File: config.mk
export PLATFORM = sky130hd
export DESIGN_NAME = zebra_detection_filter_flat
export DESIGN_NICKNAME = d
export VERILOG_FILES = /design/src/rtl/zebra_detection_filter_if.sv /design/src/rtl/zebra_detection_filter.sv /design/src/flat_wrapper.sv
export SDC_FILE = /design/constraint.sdc
export NUM_CORES = 1
export LEC_CHECK = 0
export CAP_MARGIN = 10
export CORE_MARGIN = 1.5
export CORE_UTILIZATION = 30
export CTS_CLUSTER_DIAMETER = 100
export DETAILED_ROUTE_END_ITERATION = 10
export PLACE_DENSITY_LB_ADDON = 0.05
export SLEW_MARGIN = 10
export SYNTH_ARGS = -nofsm -noshare
export SYNTH_HDL_FRONTEND = slang
export SYNTH_SLANG_ARGS = --single-unit
export TNS_END_PERCENT = 100
File: constraint.sdc
create_clock -name clk -period 3.8 [get_ports clk]
set_input_delay 0.76 -clock clk [delete_from_list [all_inputs] [get_ports clk]]
set_output_delay 0.76 -clock clk [all_outputs]
set_load 0.005 [all_outputs]
File: src/rtl/zebra_detection_filter_if.sv
`default_nettype none
// ============================================================================
// Module   : zebra_detection_filter_if
// Brief    : Frame-result input bundle and filtered-decision outputs.
// Revision : 1.0
// ============================================================================
interface zebra_detection_filter_if #(
   parameter int WINDOW = 8
);
   localparam int HIT_W = $clog2(WINDOW + 1);

   logic             detection_valid;
   logic             zebra_detected;
   logic [7:0]       blob_count;

   logic             crossing_active;
   logic             crossing_rise;
   logic             crossing_fall;
   logic [HIT_W-1:0] hit_count;
   logic [1:0]       state;
   logic             stale;
   logic [15:0]      frame_total;
   logic [15:0]      event_total;

   modport master (
      output detection_valid, zebra_detected, blob_count,
      input  crossing_active, crossing_rise, crossing_fall, hit_count,
             state, stale, frame_total, event_total
   );

   modport slave (
      input  detection_valid, zebra_detected, blob_count,
      output crossing_active, crossing_rise, crossing_fall, hit_count,
             state, stale, frame_total, event_total
   );
endinterface
`default_nettype wire

File: src/rtl/zebra_detection_filter.sv
`default_nettype none
// ============================================================================
// Module   : zebra_detection_filter
// Brief    : N-of-WINDOW vote, hysteresis and hold-off on per-frame zebra
//            results, with stalled-stream watchdog. Macro ZEBRA_STATS_EN
//            enables the frame/event statistics counters.
// Revision : 1.0
// ============================================================================
module zebra_detection_filter #(
   parameter int WINDOW         = 8,
   parameter int ENTER_HITS     = 5,
   parameter int EXIT_HITS      = 2,
   parameter int HOLD_FRAMES    = 3,
   parameter int MIN_BLOBS      = 3,
   parameter int TIMEOUT_CYCLES = 2000000
) (
   input  logic                     clk,
   input  logic                     rst_n,
   zebra_detection_filter_if.slave  bus
);
   localparam int CW = $clog2(WINDOW + 1);
   localparam int TW = $clog2(TIMEOUT_CYCLES + 1);

   localparam logic [1:0] c_idle   = 2'd0;
   localparam logic [1:0] c_armed  = 2'd1;
   localparam logic [1:0] c_active = 2'd2;
   localparam logic [1:0] c_hold   = 2'd3;

   localparam logic [CW-1:0] c_enter_hits  = CW'(ENTER_HITS);
   localparam logic [CW-1:0] c_exit_hits   = CW'(EXIT_HITS);
   localparam logic [7:0]    c_hold_frames = 8'(HOLD_FRAMES);
   localparam logic [7:0]    c_min_blobs   = 8'(MIN_BLOBS);
   localparam logic [TW-1:0] c_timeout     = TW'(TIMEOUT_CYCLES);
   localparam logic [TW-1:0] c_timeout_m1  = TW'(TIMEOUT_CYCLES - 1);

   logic [WINDOW-1:0] r_hist;
   logic [CW-1:0]     r_hit_count;
   logic [1:0]        r_state;
   logic [7:0]        r_hold;
   logic [TW-1:0]     r_wd;
   logic              r_stale;
   logic              r_active;
   logic              r_rise;
   logic              r_fall;

   logic              w_hit;
   logic              w_oldest;
   logic [WINDOW-1:0] w_hist_shift;
   logic [CW-1:0]     w_hit_next;

   logic [WINDOW-1:0] w_hist_n;
   logic [CW-1:0]     w_hit_count_n;
   logic [1:0]        w_state_n;
   logic [7:0]        w_hold_n;
   logic [TW-1:0]     w_wd_n;
   logic              w_stale_n;
   logic              w_rise_n;
   logic              w_fall_n;

   assign w_hit      = bus.zebra_detected && (bus.blob_count >= c_min_blobs);
   assign w_oldest   = r_hist[WINDOW-1];
   // Running count: add the incoming bit, drop the one leaving the window.
   assign w_hit_next = r_hit_count + CW'(w_hit) - CW'(w_oldest);

   generate
      if (WINDOW == 1) begin : g_hist_single
         assign w_hist_shift = w_hit;
      end else begin : g_hist_shift
         assign w_hist_shift = {r_hist[WINDOW-2:0], w_hit};
      end
   endgenerate

   always_comb begin
      w_hist_n      = r_hist;
      w_hit_count_n = r_hit_count;
      w_state_n     = r_state;
      w_hold_n      = r_hold;
      w_wd_n        = r_wd;
      w_stale_n     = r_stale;
      w_rise_n      = 1'b0;
      w_fall_n      = 1'b0;

      if (bus.detection_valid) begin
         w_wd_n        = '0;
         w_stale_n     = 1'b0;
         w_hist_n      = w_hist_shift;
         w_hit_count_n = w_hit_next;
         case (r_state)
            c_idle: begin
               if (w_hit) begin
                  w_state_n = c_armed;
               end
            end
            c_armed: begin
               if (w_hit_next >= c_enter_hits) begin
                  w_state_n = c_active;
                  w_rise_n  = 1'b1;
               end else if (w_hit_next == '0) begin
                  w_state_n = c_idle;
               end
            end
            c_active: begin
               if (w_hit_next <= c_exit_hits) begin
                  w_state_n = c_hold;
                  w_hold_n  = 8'd1;
               end
            end
            default: begin
               // r_hold counts low frames seen in HOLD, offset by one from entry.
               if (w_hit_next > c_exit_hits) begin
                  w_state_n = c_active;
                  w_hold_n  = '0;
               end else if (r_hold >= c_hold_frames) begin
                  w_state_n = c_idle;
                  w_hold_n  = '0;
                  w_fall_n  = 1'b1;
               end else begin
                  w_hold_n  = r_hold + 8'd1;
               end
            end
         endcase
      end else if (r_wd != c_timeout) begin
         w_wd_n = r_wd + TW'(1);
         if (r_wd == c_timeout_m1) begin
            w_stale_n     = 1'b1;
            w_hist_n      = '0;
            w_hit_count_n = '0;
            w_state_n     = c_idle;
            w_hold_n      = '0;
            w_fall_n      = (r_state == c_active) || (r_state == c_hold);
         end
      end
   end

   always_ff @(posedge clk or negedge rst_n) begin
      if (!rst_n) begin
         r_hist      <= '0;
         r_hit_count <= '0;
         r_state     <= c_idle;
         r_hold      <= '0;
         r_wd        <= '0;
         r_stale     <= 1'b0;
         r_active    <= 1'b0;
         r_rise      <= 1'b0;
         r_fall      <= 1'b0;
      end else begin
         r_hist      <= w_hist_n;
         r_hit_count <= w_hit_count_n;
         r_state     <= w_state_n;
         r_hold      <= w_hold_n;
         r_wd        <= w_wd_n;
         r_stale     <= w_stale_n;
         r_active    <= (w_state_n == c_active) || (w_state_n == c_hold);
         r_rise      <= w_rise_n;
         r_fall      <= w_fall_n;
      end
   end

   assign bus.crossing_active = r_active;
   assign bus.crossing_rise   = r_rise;
   assign bus.crossing_fall   = r_fall;
   assign bus.hit_count       = r_hit_count;
   assign bus.state           = r_state;
   assign bus.stale           = r_stale;

`ifdef ZEBRA_STATS_EN
   logic [15:0] r_frame_total;
   logic [15:0] r_event_total;

   always_ff @(posedge clk or negedge rst_n) begin
      if (!rst_n) begin
         r_frame_total <= '0;
         r_event_total <= '0;
      end else begin
         if (bus.detection_valid && (r_frame_total != 16'hFFFF)) begin
            r_frame_total <= r_frame_total + 16'd1;
         end
         if (w_rise_n && (r_event_total != 16'hFFFF)) begin
            r_event_total <= r_event_total + 16'd1;
         end
      end
   end

   assign bus.frame_total = r_frame_total;
   assign bus.event_total = r_event_total;
`else
   assign bus.frame_total = '0;
   assign bus.event_total = '0;
`endif

endmodule
`default_nettype wire

File: src/flat_wrapper.sv
// flat-port wrapper written by rule: the top's interface ports become plain ports
module zebra_detection_filter_flat 
#(
   parameter int WINDOW         = 8,
   parameter int ENTER_HITS     = 5,
   parameter int EXIT_HITS      = 2,
   parameter int HOLD_FRAMES    = 3,
   parameter int MIN_BLOBS      = 3,
   parameter int TIMEOUT_CYCLES = 2000000
)
  (clk, rst_n, bus_detection_valid, bus_zebra_detected, bus_blob_count, bus_crossing_active, bus_crossing_rise, bus_crossing_fall, bus_hit_count, bus_state, bus_stale, bus_frame_total, bus_event_total);
  zebra_detection_filter_if #(.WINDOW(WINDOW)) bus_i ();
  input  logic clk;
  input  logic rst_n;
  input wire logic [$bits(bus_i.detection_valid)-1:0] bus_detection_valid;
  input wire logic [$bits(bus_i.zebra_detected)-1:0] bus_zebra_detected;
  input wire logic [$bits(bus_i.blob_count)-1:0] bus_blob_count;
  output wire logic [$bits(bus_i.crossing_active)-1:0] bus_crossing_active;
  output wire logic [$bits(bus_i.crossing_rise)-1:0] bus_crossing_rise;
  output wire logic [$bits(bus_i.crossing_fall)-1:0] bus_crossing_fall;
  output wire logic [$bits(bus_i.hit_count)-1:0] bus_hit_count;
  output wire logic [$bits(bus_i.state)-1:0] bus_state;
  output wire logic [$bits(bus_i.stale)-1:0] bus_stale;
  output wire logic [$bits(bus_i.frame_total)-1:0] bus_frame_total;
  output wire logic [$bits(bus_i.event_total)-1:0] bus_event_total;
  assign bus_i.detection_valid = bus_detection_valid;
  assign bus_i.zebra_detected = bus_zebra_detected;
  assign bus_i.blob_count = bus_blob_count;
  assign bus_crossing_active = bus_i.crossing_active;
  assign bus_crossing_rise = bus_i.crossing_rise;
  assign bus_crossing_fall = bus_i.crossing_fall;
  assign bus_hit_count = bus_i.hit_count;
  assign bus_state = bus_i.state;
  assign bus_stale = bus_i.stale;
  assign bus_frame_total = bus_i.frame_total;
  assign bus_event_total = bus_i.event_total;
  zebra_detection_filter #(.WINDOW(WINDOW), .ENTER_HITS(ENTER_HITS), .EXIT_HITS(EXIT_HITS), .HOLD_FRAMES(HOLD_FRAMES), .MIN_BLOBS(MIN_BLOBS), .TIMEOUT_CYCLES(TIMEOUT_CYCLES)) u_core (.clk(clk), .rst_n(rst_n), .bus(bus_i));
endmodule
Word level (Yosys, flattened, before mapping). Cells that the tools add are included.

Word-level logic and storage cells: 73. Bits in registers: 47. Output and inout bits: 42.

Mux-type cells: 35. Eq/ne operators: 9. Reduce and logical (&&, ||, !) cells: 11. Add/subtract/negate cells: 4. Magnitude comparators: 5.

Operator list (count): 8-bit 2-to-1 mux (7); 21-bit 2-to-1 mux (2); 21-bit by 1-bit adder with 21-bit output, second input constant (1); 21-bit equality test, second input constant (1); 21-bit inequality test, second input constant (1); 2-bit 2-to-1 mux (9); 8-bit by 2-bit greater-or-equal comparator with 1-bit output, second input constant (2); 8-bit one-hot mux with 2 select lines (1); 1-bit 2-to-1 mux (12); 4-bit 2-to-1 mux (3); 8-bit by 1-bit adder with 8-bit output, second input constant (1); 2-bit equality test, second input constant (4); 2-bit one-hot mux with 3 select lines (1); 4-bit by 1-bit adder with 4-bit output (1); 4-bit by 3-bit greater-or-equal comparator with 1-bit output, second input constant (1); 4-bit by 2-bit > comparator with 1-bit output, second input constant (1); 4-bit by 2-bit less-or-equal comparator with 1-bit output, second input constant (1); 4-bit zero test (1); 4-bit AND reduction (1); 2-bit nonzero test (2); 4-bit by 1-bit subtractor with 4-bit output (1); 3-bit by 2-bit inequality test with 1-bit output, second input constant (1); 3-bit OR reduction (1); 2-bit by 1-bit equality test with 1-bit output, second input constant (1); other kinds (6) (7).

Longest topological paths before layout. Gate-level depths: netlist of run 1.

Word-level depth: 11. Gate-level depth with buffers: 10. Mapped depth without buffers: 10.

Least setup slack after synthesis of run 1. Ideal clock, no wire load.

Path kind: input -> register. Start: input bus_blob_count[6]. End: register u_core.r_hold[1]. Setup time: 127 ps. Buffers on the path: 0. Arrival time: 3164 ps. Stages on the path: 9. Required time: 3673 ps. Setup slack: 509 ps. Path through: nor4_1 -> a21boi_0 -> ha_1 -> fa_1 -> xnor2_1 -> nand4_1 -> nor3_1 -> and3b_4 -> mux2_1.

Cells in the longest elaborated chain, start to end: 8.

RTL lines: start: declaration (RTL line flat_wrapper.sv:17) `input wire logic [$bits(bus_i.blob_count)-1:0] bus_blob_count;`; 8-bit by 2-bit greater-or-equal comparator with 1-bit output * (RTL line zebra_detection_filter.sv:60) `assign w_hit = bus.zebra_detected && (bus.blob_count >= c_min_blobs);`; 1-bit logical AND * (RTL line zebra_detection_filter.sv:60); 4-bit by 1-bit adder with 4-bit output * (RTL line zebra_detection_filter.sv:63) `assign w_hit_next = r_hit_count + CW'(w_hit) - CW'(w_oldest);`; 4-bit by 1-bit subtractor with 4-bit output * (RTL line zebra_detection_filter.sv:63); 4-bit by 2-bit > comparator with 1-bit output (RTL line zebra_detection_filter.sv:110) `if (w_hit_next > c_exit_hits) begin`; 8-bit 2-to-1 mux (RTL line zebra_detection_filter.sv:110); 8-bit one-hot mux with 2 select lines (RTL line zebra_detection_filter.sv:88) `case (r_state)`; 8-bit 2-to-1 mux (RTL line zebra_detection_filter.sv:83) `if (bus.detection_valid) begin`; end signal: assignment (RTL line zebra_detection_filter.sv:150) `r_hold <= w_hold_n;`; end: declaration (RTL line zebra_detection_filter.sv:39) `logic [7:0] r_hold;`.

Mark *: on every way between the ends. The rest lies on a longest branch, timed or not. A chain may end at the register's enable or synchronous reset.

Worst setup path after layout of run 1. Ends and elaborated chain as after synthesis.

==> results.tsv, run 1 <==
stage	metric	value	unit
status	status	finished, violations left	
status	violations	design-rule violations	
synthesis	syn_inst	300	
sta	final-max-slew-violation-count	0	
sta	setup-tns-final	0	ns
synthesis	ys_top_cells_by_area	dfrtp_1 (43%), buf_4 (9.0%), xnor2_1 (4.5%)	
critical_path	slowest_stage	fa_1	
power_and_ir_drop	finalPower	0.00161	W
clocking	cts.path.max_buffers	2	
floorplan	die_w	98.8	um
synthesis	synth.distinct_cells	49	
clocking	htree_levels	2	
synthesis	netlist_area	2750	um2
synthesis	ys_seq_area_frac	0.427	
critical_path	cpPeakStageDelay	0.42	ns
power_and_ir_drop	irDropWorstVdd	0.204	mV
critical_path	path_cells	clkdlybuf4s50_1, nor4_1, a21boi_0, ha_1, fa_1, xnor2_1, nand4_1, nor3_2, and3b_4, mux2_1	
routing	routed_wl	5430	um
floorplan	fp-row-count	34	
clocking	clkTransAtPathRegs	0.09	ns
critical_path	critPathCaptureType	flop	
routing	via_per_inst	4.59	
placement	post-dp-hpwl	3920	um
critical_path	r2r_end	u_core.r_hold[1]	
grt	antenna_found_initial	0	
floorplan	die_area	9750	um2
floorplan	pin_count	54	
hold_path	worstHoldPathType	in -> async	
floorplan	initial_core_util	0.312	
routing	drc_errors	2	
critical_path	worstPathMaxFanout	5	
sta	clock.fmax	0.299	GHz
placement	pre_cts_slack	0.0601	ns
sta	min_period_over_period	0.880	
clocking	hold_buffers	0	
layout	final_layout_size_suffix_gt1_frac	0.0867	
layout	area_delta_synth_final	10.5	%
critical_path	cp.arrival	3.52	ns
routing	avgRoutedWirePerCell	12.6	um
layout	final_cell_mix	dfrtp_1 (47), nand2_1 (32), conb_1 (32)	
critical_path	timing_worst_setup_path_type	in -> reg	
layout	layout_commonest_cell	dfrtp_1	
grt	grt_usage	0.118	
critical_path	r2r_slack	1.04	ns
layout	insertedDiodeCount	0	
sta	hold_ws	0.381	ns
grt	grt_pass1_vias	1897	
synthesis	ys_async_sr_fraction	1.00	
routing	ant_nets	0	
sta	setup_viol	0	
clocking	cts_tree	done	
sta	setup_ws	0.457	ns
critical_path	crit_family	simple AND/OR/NAND/NOR gates	
floorplan	die_h	98.8	um
sta	period_needed	3.34	ns
critical_path	reg2regPathDepth	10	
critical_path	path_depth	10	
critical_path	cp.required	3.98	ns
power_and_ir_drop	p_leak	1.35	nW
synthesis	synth-edff-count	0	
synthesis	syn_avg_cell_area	9.17	um2
routing	first_pass_iters	10	
clocking	clock-sinks	47	
placement	gp_congestion	0.773	
critical_path	timing.rr.start	u_core.bus.hit_count[0]	
grt	grt-ovfl-total	0	
synthesis	synth_top_area_frac	0.427	
grt	grt_pass1_wl	9190	um
sta	finalClockSkew	0.0106	ns
flow_run	cap_violations	0	
power_and_ir_drop	powerDensity	529	nW/um2
grt	grt_max_degree	42	
sta	hold_viol	0	
clocking	cts_root_buffer	clkbuf_8	
synthesis	synth-seq-cells	47	
critical_path	start_kind	primary input	
clocking	cts_buffers	5	
layout	finalNetCount	342	
clocking	clk_latency	0.30	ns
placement	port_buffers	21	
critical_path	worst-path-buf-inv	1	
sta	slew_headroom	0.624	
synthesis	synth_top_area_cell	dfrtp_1	
clocking	post_cts_buffers	0	
sta	grt_setup_unrepaired	no	
synthesis	synth_top_flop_cell	dfrtp_1	
routing	drt_iter0_drc	93	
sta	worstMarginPinSlew	0.559	ns
floorplan	core_area	8810	um2
synthesis	ys_warn_count	0	
routing	via_count	1978	
## worst register-to-register path, cell delays in order (launching register included)
cell,delay (ns)
dfrtp_1,0.38
inv_1,0.05
ha_1,0.27
inv_1,0.05
ha_1,0.21
fa_1,0.42
xnor2_1,0.23
nand4_1,0.17
nor3_2,0.29
and3b_4,0.28
mux2_1,0.31
## power by group
group          total, W  internal (W)  leakage [nW]  switching [W]
combinational  0.000695      0.000322         0.680       0.000373
clock          0.000296      0.000130        0.0422       0.000166
sequential     0.000618      0.000557         0.623      0.0000607
total           0.00161       0.00101          1.35       0.000600
## cells by family after synthesis
| kind of cell | share of synthesized area |
|---|---|
| and+or+nand+nor | 0.239 |
| buffers and inverters | 0.131 |
| muxes | 0.00773 |
| DFF | 0.427 |
| adders and majority gates | 0.0391 |
| AOI/OAI and AO/OA | 0.0978 |
| other | 0.00136 |
| xor gates and xnor gates | 0.0573 |
## through the flow
| stage | utilization | area, um2 | cells |
|---|---|---|---|
| after floorplan | - | 2870 | 331 |
| after global placement | 0.335 | 2950 | 423 |
| after detailed placement | 0.335 | 2950 | 423 |
| after CTS | 0.345 | 3030 | 431 |
| after global routing | 0.345 | 3040 | 431 |
| final | 0.345 | 3040 | 431 |
## sequential cells by signal, indices dropped and copies added (netlist names), 2 cells and up
signal / cells
u_core.bus.hit_count: 4
u_core.bus.state: 2
u_core.r_hist: 8
u_core.r_hold: 8
u_core.r_wd: 21
## layer usage
layer	wire length, um	global-route usage	up-vias
met2	2600	0.200	46
met5	0	0	-
met1	2540	0.150	928
met3	221	0.0270	6
li1	-	-	998
met4	72	0.0363	0
## cell type report
type / count / area [um2]
clock buffers: 7 / 76.3
clock inverters: 1 / 5.00
fillers: 908 / 5770
inverters: 17 / 63.8
multi-input cells: 224 / 1340
flip-flops and latches: 47 / 1180
well taps: 108 / 135
repair buffers: 27 / 245
## worst max-delay path by stage
stage,start,endpoint,slack [ns]
3_3_place_gp,bus_blob_count[6],u_core.r_hold[1],0.15
5_1_grt,bus_blob_count[6],u_core.r_hold[5],0.13
4_1_cts,bus_blob_count[6],u_core.r_hold[1],0.34
6_report,bus_blob_count[6],u_core.r_hold[1],0.46
3_5_place_dp,bus_blob_count[6],u_core.r_hold[1],0.06
2_1_floorplan,bus_blob_count[6],u_core.r_hold[1],0.51
## cells in the mapped netlist, drive strengths merged, types with 4 or more instances
cell type / number
or3: 4
nor4: 7
nand2b: 4
nand2: 32
nor2: 25
buf: 35
clkbuf: 8
nand3: 13
nand4: 4
ha: 7
inv: 17
xnor2: 14
o21ai: 16
dfrtp: 47
nor3: 10
and3: 7
and2: 5
xor2: 4
a21oi: 11
## what timing repair did
item	CTS	global route
endpoints found under the hold margin	0	0
gates resized for setup	0	1
endpoints found under the setup margin	0	1
No activity file was read; power rests on OpenSTA's default activity.
==> run 2: changes to the inputs <==
--- a/config.mk
+++ b/config.mk
@@ -8,6 +8,7 @@
 export CAP_MARGIN = 10
 export CORE_MARGIN = 1.5
 export CORE_UTILIZATION = 30
+export CTS_BUF_LIST = sky130_fd_sc_hd__clkbuf_4 sky130_fd_sc_hd__clkbuf_8
 export CTS_CLUSTER_DIAMETER = 100
 export DETAILED_ROUTE_END_ITERATION = 10
 export PLACE_DENSITY_LB_ADDON = 0.05
==> results.tsv, run 2 (same netlist as run 1, synthesis figures left out) <==
stage	metric	value	unit	change
layout	finalNetCount	342		unchanged
routing	drc_errors	2		unchanged
sta	setup_ws	0.457	ns	-0.0000240 ns
power_and_ir_drop	irDropWorstVdd	0.204	mV	about the same
sta	worstMarginPinSlew	0.559	ns	-0.00000113 ns
floorplan	core_area	8810	um2	unchanged
sta	min_period_over_period	0.880		about the same
clocking	clkTransAtPathRegs	0.09	ns	about the same
routing	drt_iter0_drc	93		unchanged
routing	routed_wl	5430	um	unchanged
critical_path	cp.required	3.98	ns	about the same
clocking	clk_latency	0.30	ns	about the same
sta	finalClockSkew	0.0106	ns	+0.000000600 ns
placement	post-dp-hpwl	3920	um	unchanged
placement	gp_congestion	0.773		unchanged
layout	final_cell_area	3050	um2	+0.25%
layout	area_delta_synth_final	10.7	%	
floorplan	die_area	9750	um2	unchanged
grt	antenna_found_initial	0		unchanged
sta	grt_setup_unrepaired	no		
sta	slew_headroom	0.624		about the same
floorplan	initial_core_util	0.312		unchanged
sta	hold_ws	0.381	ns	unchanged
routing	via_per_inst	4.59		unchanged
routing	via_count	1978		unchanged
power_and_ir_drop	p_leak	1.35	nW	+0.51%
critical_path	worstPathMaxFanout	5		unchanged
routing	ant_nets	0		unchanged
clocking	htree_levels	2		unchanged
critical_path	cp.arrival	3.52	ns	about the same
critical_path	start_kind	primary input		
sta	hold_viol	0		unchanged
placement	port_buffers	21		unchanged
clocking	hold_buffers	0		unchanged
layout	ff_latch_area	1180	um2	unchanged
layout	layout_commonest_cell	dfrtp_1		
hold_path	worstHoldPathType	in -> async		
floorplan	pin_count	54		unchanged
critical_path	critPathCaptureType	flop		
sta	clock.fmax	0.299	GHz	about the same
flow_run	cap_violations	0		unchanged
layout	largest_reg_flops	21		unchanged
sta	setup_viol	0		unchanged
layout	final_cell_mix	dfrtp_1 (47), nand2_1 (32), conb_1 (32)		
floorplan	die_h	98.8	um	unchanged
critical_path	timing_worst_setup_path_type	in -> reg		
layout	top_register	u_core.r_wd		
status	violations	design-rule violations		
layout	fillers	909		+0.11%
grt	grt_pass1_wl	9190	um	unchanged
clocking	cts_tree	done		
placement	dpl_cell_area	2950	um2	unchanged
layout	final_layout_size_suffix_gt1_frac	0.0929		+0.00619
sta	setup-tns-final	0	ns	unchanged
sta	period_needed	3.34	ns	+0.0000240 ns
grt	grt_max_degree	42		unchanged
layout	multi_input_area	1340	um2	unchanged
clocking	cts.path.max_buffers	2		unchanged
layout	insertedDiodeCount	0		unchanged
clocking	post_cts_buffers	0		unchanged
placement	pre_cts_slack	0.0601	ns	unchanged
clocking	cts_buffers	5		unchanged
layout	finalCoreUtilization	0.346		+0.000853
clocking	clock-sinks	47		unchanged
grt	grt_usage	0.118		unchanged
grt	grt_pass1_vias	1897		unchanged
routing	avgRoutedWirePerCell	12.6	um	unchanged
sta	final-max-slew-violation-count	0		unchanged
floorplan	fp-row-count	34		unchanged
layout	reg_top3	u_core.r_wd (21), u_core.r_hist (8), u_core.r_hold (8)		
status	status	finished, violations left		
grt	grt-ovfl-total	0		unchanged
routing	first_pass_iters	10		unchanged
floorplan	die_w	98.8	um	unchanged
power_and_ir_drop	powerDensity	533	nW/um2	+0.65%
clocking	cts_root_buffer	clkbuf_8		
-- run 2: final timing paths --
path	start	end	slack [ns]	depth (start not counted)
worst max-delay path	bus_blob_count[6]	u_core.r_hold[1]	0.46	10
worst min-delay path	rst_n	u_core.bus.hit_count[1]	0.38	1
worst max register to register	u_core.bus.hit_count[0]	u_core.r_hold[1]	1.04	10
worst min register to register	u_core.r_hist[3]	u_core.r_hist[4]	0.48	2
max in group asynchronous	rst_n	u_core.r_wd[3]	2.67	2
min in group clk	u_core.r_hist[3]	u_core.r_hist[4]	0.48	2
-- run 2: repair_timing --
action / in CTS / in global routing
endpoints found under the hold margin: 0 / 0
gates resized for setup: 0 / 1
endpoints found under the setup margin: 0 / 1
-- run 2: area by class of cell --
class / instances / share of cell area
Clock buffer: 7 / 0.0275
Clock inverter: 1 / 0.00164
Inverter: 17 / 0.0209
Multi-Input combinational cell: 224 / 0.439
Sequential cell: 47 / 0.386
Tap cell: 108 / 0.0444
Timing Repair Buffer: 27 / 0.0805
-- run 2: worst max-delay path, cell delays in order --
cell and delay (ns):
clkdlybuf4s50_1 0.40, nor4_1 0.27, a21boi_0 0.18, ha_1 0.24
fa_1 0.42, xnor2_1 0.23, nand4_1 0.17, nor3_2 0.29
and3b_4 0.27, mux2_1 0.31
-- run 2: where the power goes --
| group | internal, W | leakage [nW] | switching, W |
|---|---|---|---|
| sequential | 0.000557 | 0.623 | 0.0000607 |
| combinational | 0.000322 | 0.680 | 0.000373 |
| clock | 0.000144 | 0.0491 | 0.000166 |
| total | 0.00102 | 1.35 | 0.000600 |
-- run 2: per-stage QoR --
step | power, W | std cells
finish | 0.00162 | 431
global route | 0.00176 | 431
CTS | 0.00164 | 431
detailed placement | 0.00132 | 423
global placement | 0.00133 | 423
floorplan | 0.00110 | 331
-- run 2: layer usage --
layer  track usage  share of wire
met4        0.0363          0.013
met1         0.150           0.47
met2         0.200           0.48
met5             0              0
met3        0.0270          0.041
==> run 3: changes to the inputs <==
--- a/config.mk
+++ b/config.mk
@@ -11,9 +11,9 @@
 export CTS_BUF_LIST = sky130_fd_sc_hd__clkbuf_4 sky130_fd_sc_hd__clkbuf_8
 export CTS_CLUSTER_DIAMETER = 100
 export DETAILED_ROUTE_END_ITERATION = 10
+export HOLD_SLACK_MARGIN = 0.02
 export PLACE_DENSITY_LB_ADDON = 0.05
 export SLEW_MARGIN = 10
 export SYNTH_ARGS = -nofsm -noshare
 export SYNTH_HDL_FRONTEND = slang
 export SYNTH_SLANG_ARGS = --single-unit
-export TNS_END_PERCENT = 100
==> results of run 3 <==
Final layout, timing and power as in run 2 (identical DEF).
